==> config.mk <==
export PLATFORM = sky130hd
export DESIGN_NAME = llc_rst_flush_walker
export DESIGN_NICKNAME = d
export VERILOG_FILES = /design/src/rtl/llc_rst_flush_walker.sv
export SDC_FILE = /design/constraint.sdc
export NUM_CORES = 1
export LEC_CHECK = 0
export CAP_MARGIN = 20
export CORE_MARGIN = 10
export CORE_UTILIZATION = 32
export DETAILED_ROUTE_END_ITERATION = 6
export PLACE_DENSITY_LB_ADDON = 0.2
export SYNTH_ARGS = -nofsm -noshare
export SYNTH_HDL_FRONTEND = slang
export SYNTH_SLANG_ARGS = --single-unit
export TNS_END_PERCENT = 30
==> constraint.sdc <==
create_clock -name i_clk -period 1.81 [get_ports i_clk]
set_input_delay 0.543 -clock i_clk [delete_from_list [all_inputs] [get_ports i_clk]]
set_output_delay 0.543 -clock i_clk [all_outputs]
set_load 0.03 [all_outputs]
==> src/rtl/llc_rst_flush_walker.sv <==
// llc_rst_flush_walker
// Set-walk sequencer in front of the LLC register block. On a reset stall or an
// accepted flush request it offers one walk token per set to the lookup pipeline.
// A credit counter caps in-flight tokens. The walk drains the completions and
// then pulses the matching stall-clear.
module llc_rst_flush_walker #(
  parameter  int LLC_SETS        = 256,
  parameter  int MAX_OUTSTANDING = 2,
  localparam int SET_BITS        = $clog2(LLC_SETS),
  localparam int CNT_BITS        = $clog2(MAX_OUTSTANDING + 1)
) (
  input  logic                i_clk,
  input  logic                i_rst,
  input  logic                i_rst_state,
  input  logic                i_rst_stall,
  input  logic                i_flush_stall,
  input  logic [SET_BITS-1:0] i_rst_flush_stalled_set,
  input  logic                i_flush_req,
  output logic                o_flush_ack,
  output logic                o_walk_valid,
  input  logic                i_walk_ready,
  output logic [SET_BITS-1:0] o_walk_set,
  output logic                o_walk_is_flush,
  input  logic                i_walk_done,
  output logic                o_incr_rst_flush_stalled_set,
  output logic                o_clr_rst_flush_stalled_set,
  output logic                o_set_flush_stall,
  output logic                o_clr_rst_stall,
  output logic                o_clr_flush_stall,
  output logic                o_busy,
  output logic [CNT_BITS-1:0] o_outstanding,
  output logic                o_err_spurious_done
);

  typedef enum logic [1:0] {
    ST_IDLE  = 2'd0,
    ST_WALK  = 2'd1,
    ST_DRAIN = 2'd2,
    ST_FIN   = 2'd3
  } state_t;

  state_t              r_state;
  state_t              w_state_nxt;
  logic                r_is_flush;
  logic                w_is_flush_nxt;
  logic [CNT_BITS-1:0] r_outstanding;
  logic [CNT_BITS-1:0] w_outstanding_nxt;
  logic                r_err_spurious;

  logic w_quiet;
  logic w_walk_valid;
  logic w_accept;
  logic w_last_set;
  logic w_done_ok;
  logic w_spurious;
  logic w_flush_ack;
  logic w_clr_set;
  logic w_clr_rst;
  logic w_clr_flush;

  // Reset and soft reset both silence every pulse in the cycle they are seen.
  assign w_quiet      = i_rst | i_rst_state;
  // Tokens are offered only while credits remain; nothing else withdraws a token.
  assign w_walk_valid = (r_state == ST_WALK) &&
                        (r_outstanding < CNT_BITS'(MAX_OUTSTANDING)) && !w_quiet;
  assign w_accept     = w_walk_valid & i_walk_ready;
  assign w_last_set   = (i_rst_flush_stalled_set == SET_BITS'(LLC_SETS - 1));
  assign w_done_ok    = i_walk_done && (r_outstanding != CNT_BITS'(0));
  assign w_spurious   = i_walk_done && (r_outstanding == CNT_BITS'(0));

  // Next-state and pulse decode for the walk sequencer.
  always_comb begin
    w_state_nxt    = r_state;
    w_is_flush_nxt = r_is_flush;
    w_flush_ack    = 1'b0;
    w_clr_set      = 1'b0;
    w_clr_rst      = 1'b0;
    w_clr_flush    = 1'b0;
    if (w_quiet) begin
      w_state_nxt = ST_IDLE;
    end else begin
      case (r_state)
        ST_IDLE: begin
          if (i_rst_stall) begin
            // A reset walk always wins over a pending flush.
            w_state_nxt    = ST_WALK;
            w_is_flush_nxt = 1'b0;
          end else if (i_flush_req && !i_flush_stall) begin
            // A flush already stalled in the register block is still owned
            // by a walk, so it is not re-armed here.
            w_flush_ack    = 1'b1;
            w_state_nxt    = ST_WALK;
            w_is_flush_nxt = 1'b1;
          end else begin
            w_state_nxt = ST_IDLE;
          end
        end
        ST_WALK: begin
          if (w_accept && w_last_set) begin
            w_state_nxt = ST_DRAIN;
          end else begin
            w_state_nxt = ST_WALK;
          end
        end
        ST_DRAIN: begin
          if ((r_outstanding == CNT_BITS'(0)) ||
              ((r_outstanding == CNT_BITS'(1)) && i_walk_done)) begin
            w_state_nxt = ST_FIN;
          end else begin
            w_state_nxt = ST_DRAIN;
          end
        end
        ST_FIN: begin
          w_clr_set   = 1'b1;
          w_clr_rst   = !r_is_flush;
          w_clr_flush = r_is_flush;
          w_state_nxt = ST_IDLE;
        end
        default: begin
          w_state_nxt = ST_IDLE;
        end
      endcase
    end
  end

  // Credit counter: +1 per accepted token, -1 per completion, floored at zero.
  always_comb begin
    w_outstanding_nxt = r_outstanding;
    case ({w_accept, w_done_ok})
      2'b10:   w_outstanding_nxt = r_outstanding + CNT_BITS'(1);
      2'b01:   w_outstanding_nxt = r_outstanding - CNT_BITS'(1);
      default: w_outstanding_nxt = r_outstanding;
    endcase
  end

  // State, mode, credit and sticky error registers.
  always_ff @(posedge i_clk) begin
    if (i_rst) begin
      r_state        <= ST_IDLE;
      r_is_flush     <= 1'b0;
      r_outstanding  <= CNT_BITS'(0);
      r_err_spurious <= 1'b0;
    end else if (i_rst_state) begin
      // Abort the walk; in-flight tokens are dropped by the pipeline, and the
      // error flag survives so a soft reset cannot hide a protocol fault.
      r_state        <= ST_IDLE;
      r_is_flush     <= 1'b0;
      r_outstanding  <= CNT_BITS'(0);
      r_err_spurious <= r_err_spurious;
    end else begin
      r_state        <= w_state_nxt;
      r_is_flush     <= w_is_flush_nxt;
      r_outstanding  <= w_outstanding_nxt;
      r_err_spurious <= r_err_spurious | w_spurious;
    end
  end

  assign o_flush_ack                  = w_flush_ack;
  assign o_set_flush_stall            = w_flush_ack;
  assign o_walk_valid                 = w_walk_valid;
  assign o_walk_set                   = i_rst_flush_stalled_set;
  assign o_walk_is_flush              = w_walk_valid & r_is_flush;
  assign o_incr_rst_flush_stalled_set = w_accept;
  assign o_clr_rst_flush_stalled_set  = w_clr_set;
  assign o_clr_rst_stall              = w_clr_rst;
  assign o_clr_flush_stall            = w_clr_flush;
  assign o_busy                       = (r_state != ST_IDLE);
  assign o_outstanding                = r_outstanding;
  assign o_err_spurious_done          = r_err_spurious;

endmodule
==> reports/qor.txt <==
vias in the first global route -> 543
Max Root-Sink Buffers -> 2
die width -> 58.9 µm
final setup violation count -> 6
ANT nets after route -> 0
TritonCTS Buffers -> 3
worst-path cell chain -> buf_6 -> or2_4 -> buf_4 -> nor3_4 -> buf_6
hpwl dp -> 1.42 mm
# port buffers -> 35
Synth cell types -> 27
DR vias -> 541
Levels on crit path -> 5
post-place instance area -> 836 µm²
Wirelength per Cell -> 14.4 µm
Starting Density -> 35.4%
RR Endpoint -> o_outstanding[0]
CP max stage cell -> or2_4
routability cong. -> 0.726
crit-path max cell delay -> 270 ps
DIE HEIGHT -> 58.9 µm
# rows -> 13
synthesis-to-finish area growth -> 90.2%
syn_nets -> 77
LEAKAGE -> 0.000459 µW
CTS tree -> built
Mapped Avg Cell Area -> 8.35 µm²
Clock Skew -> 3.84 ps
io pins -> 36
DRC Markers -> 0
Max Cap Viol -> 0
WP buf/inv -> 3
Slew Viols, Final -> 0
area of the core -> 0.00137 mm²
overall routing resource usage -> 10.2%
Seq cells post-synth -> 6
Mapped Area -> 484 µm²
hold_ws -> 477 ps
worst slack at placement -> -504 ps
Worst Setup SP -> i_rst
via/cell ratio -> 4.79
CTS root buf -> clkbuf_4
hold buffers post-CTS -> 0
footprint of the multi-input gates -> 299 µm²
DR pass1 iterations -> 2
first-pass GRT wire length -> 2.75 mm
Critical Path Sink -> o_set_flush_stall
Post-synth ARST share -> 0%
ant diodes -> 0
RSZ-0062 raised after global routing -> true
r2r setup slk -> 360 ps
pin count of the biggest net entering global routing -> 6
Crit path top cell by count -> buf_6
Critical Path AT -> 1350 ps
Top FF cell, synth -> dfxtp_1
clk slew on worst S/H paths -> 40 ps
antenna violations before repair -> 0
GR Overflow Total -> 0
H-tree depth -> 1
family with the most delay on the worst path -> simple AND/OR/NAND/NOR gates
final hold violation count -> 0
clk_lat worst skew -> 260 ps
Critical Path Sink Type -> output port
FILL cells -> 122
CP max FO -> 4
sequential share of the synthesized area -> 24.8%
clock sinks -> 6
Die Footprint -> 0.00347 mm²
Slew headroom -> 78.4%
final period utilization -> 105%
r2r worst-path depth -> 6
violated checks -> negative setup slack
Tot Pwr -> 414 µW
Fmax -> 527 MHz
1st-iter DRT viols -> 3
outcome -> finished with violations
EDFF count, synth -> 0
CP required -> 1270 ps
Cells after Synth -> 58
Worst VDD drop -> 0.000299 V
fin worst setup slack -> -87.0 ps
Yosys warning count -> 0
crit path kind -> in2out
Nets -> 119
Critical Path Source Type -> input port
PD cells -> 449 mW/mm²
min-delay worst type -> reg2reg
drt total wl -> 1.63 mm
Tmin final -> 1900 ps
FF/Latch Area -> 120 µm²
layout cell share with drive strength beyond 1 -> 50.0%
Final Cell Area -> 921 µm²
Slew @ Worst Pin -> 324 ps
## worst register-to-register path: stages (launching register included)
cell and delay, ps:
dfxtp_1 310, buf_4 140, nor2_2 120, nand4_2 160
ha_1 370, xor2_1 190, nor2_1 50
## per-stage QoR
step	std cells	util, %	TNS (ps)
finish	113	67.4	-313
global placement	109	61.2	-3830
detailed placement	109	61.2	-4070
CTS	113	66.2	-532
global route	113	67.4	-623
floorplan	58	-	-699
## cell usage after synthesis (all sizes together), types with 2 or more instances
library cell | n | area (µm²)
a21oi | 3 | 15.0
ha | 3 | 37.5
or3 | 2 | 12.5
nor2 | 7 | 36.3
nand4 | 3 | 25.0
and2 | 2 | 12.5
a211oi | 2 | 20.0
buf | 10 | 78.8
nor2b | 2 | 12.5
dfxtp | 6 | 120
nor3 | 2 | 21.3
inv | 7 | 26.3
xor2 | 2 | 17.5
## power by group
group	internal (µW)	total, µW	switching, µW
Clock	75.6	133	57.1
Sequential	136	139	2.31
Combinational	72.3	143	70.2
## repair_timing
| action | 4_1_cts | 5_1_grt |
|---|---|---|
| gates resized for setup | 32 | 4 |
| hold endpoints to repair | 0 | 0 |
| setup buffers | 1 | 0 |
| endpoints found under the setup margin | 12 | 9 |
| pin swaps | 7 | 1 |
## logic make-up (layout without fill, tap and decap cells)
family	count (synthesis)	count (layout)	share of synthesized area (%)
AOI/OAI and AO/OA	8	8	12.7
xor gates and xnor gates	2	2	3.62
adders and majority gates	3	3	7.75
buffers and inverters	17	57	21.7
DFF	6	6	24.8
and+or+nand+nor	22	22	29.5
## worst min-delay path by stage
stage | startpoint | end | cells after the start | slack, ps
after floorplan | r_is_flush | r_is_flush | 2 | 520
after global placement | o_err_spurious_done | o_err_spurious_done | 2 | 460
after detailed placement | o_err_spurious_done | o_err_spurious_done | 2 | 480
after CTS | o_err_spurious_done | o_err_spurious_done | 2 | 490
after global routing | o_err_spurious_done | o_err_spurious_done | 2 | 530
final | o_err_spurious_done | o_err_spurious_done | 2 | 480
## layout by cell type (no fill, tap or decap), types with 2 or more instances in the layout
cell / instances
and2_4: 2
buf_4: 18
a21oi_1: 3
ha_1: 3
clkdlybuf4s50_1: 9
nor3_4: 2
or3_1: 2
buf_6: 12
nand4_1: 2
inv_1: 5
clkbuf_4: 3
dlygate4sd2_1: 7
xor2_1: 2
nor2_1: 5
dfxtp_1: 6
inv_2: 2
## final cells by class
class	instances	area share (%)
tap	15	2.04
multi-input combinational	35	32.5
clock buffer	3	2.45
sequential	6	13.0
timing repair buffer	47	47.1
inverter	7	2.85
## layer usage
layer / vias to the layer above / GRT usage (%) / part of all wire (%) / wire length, µm
li1: 274 / - / - / -
met1: 241 / 8.75 / 34 / 549
met2: 20 / 18.6 / 54 / 885
met3: 6 / 5.79 / 9.3 / 152
met4: 0 / 4.92 / 2.5 / 41
met5: - / 0 / 0 / 0
Note: power is estimated with default switching activity, not from simulation.
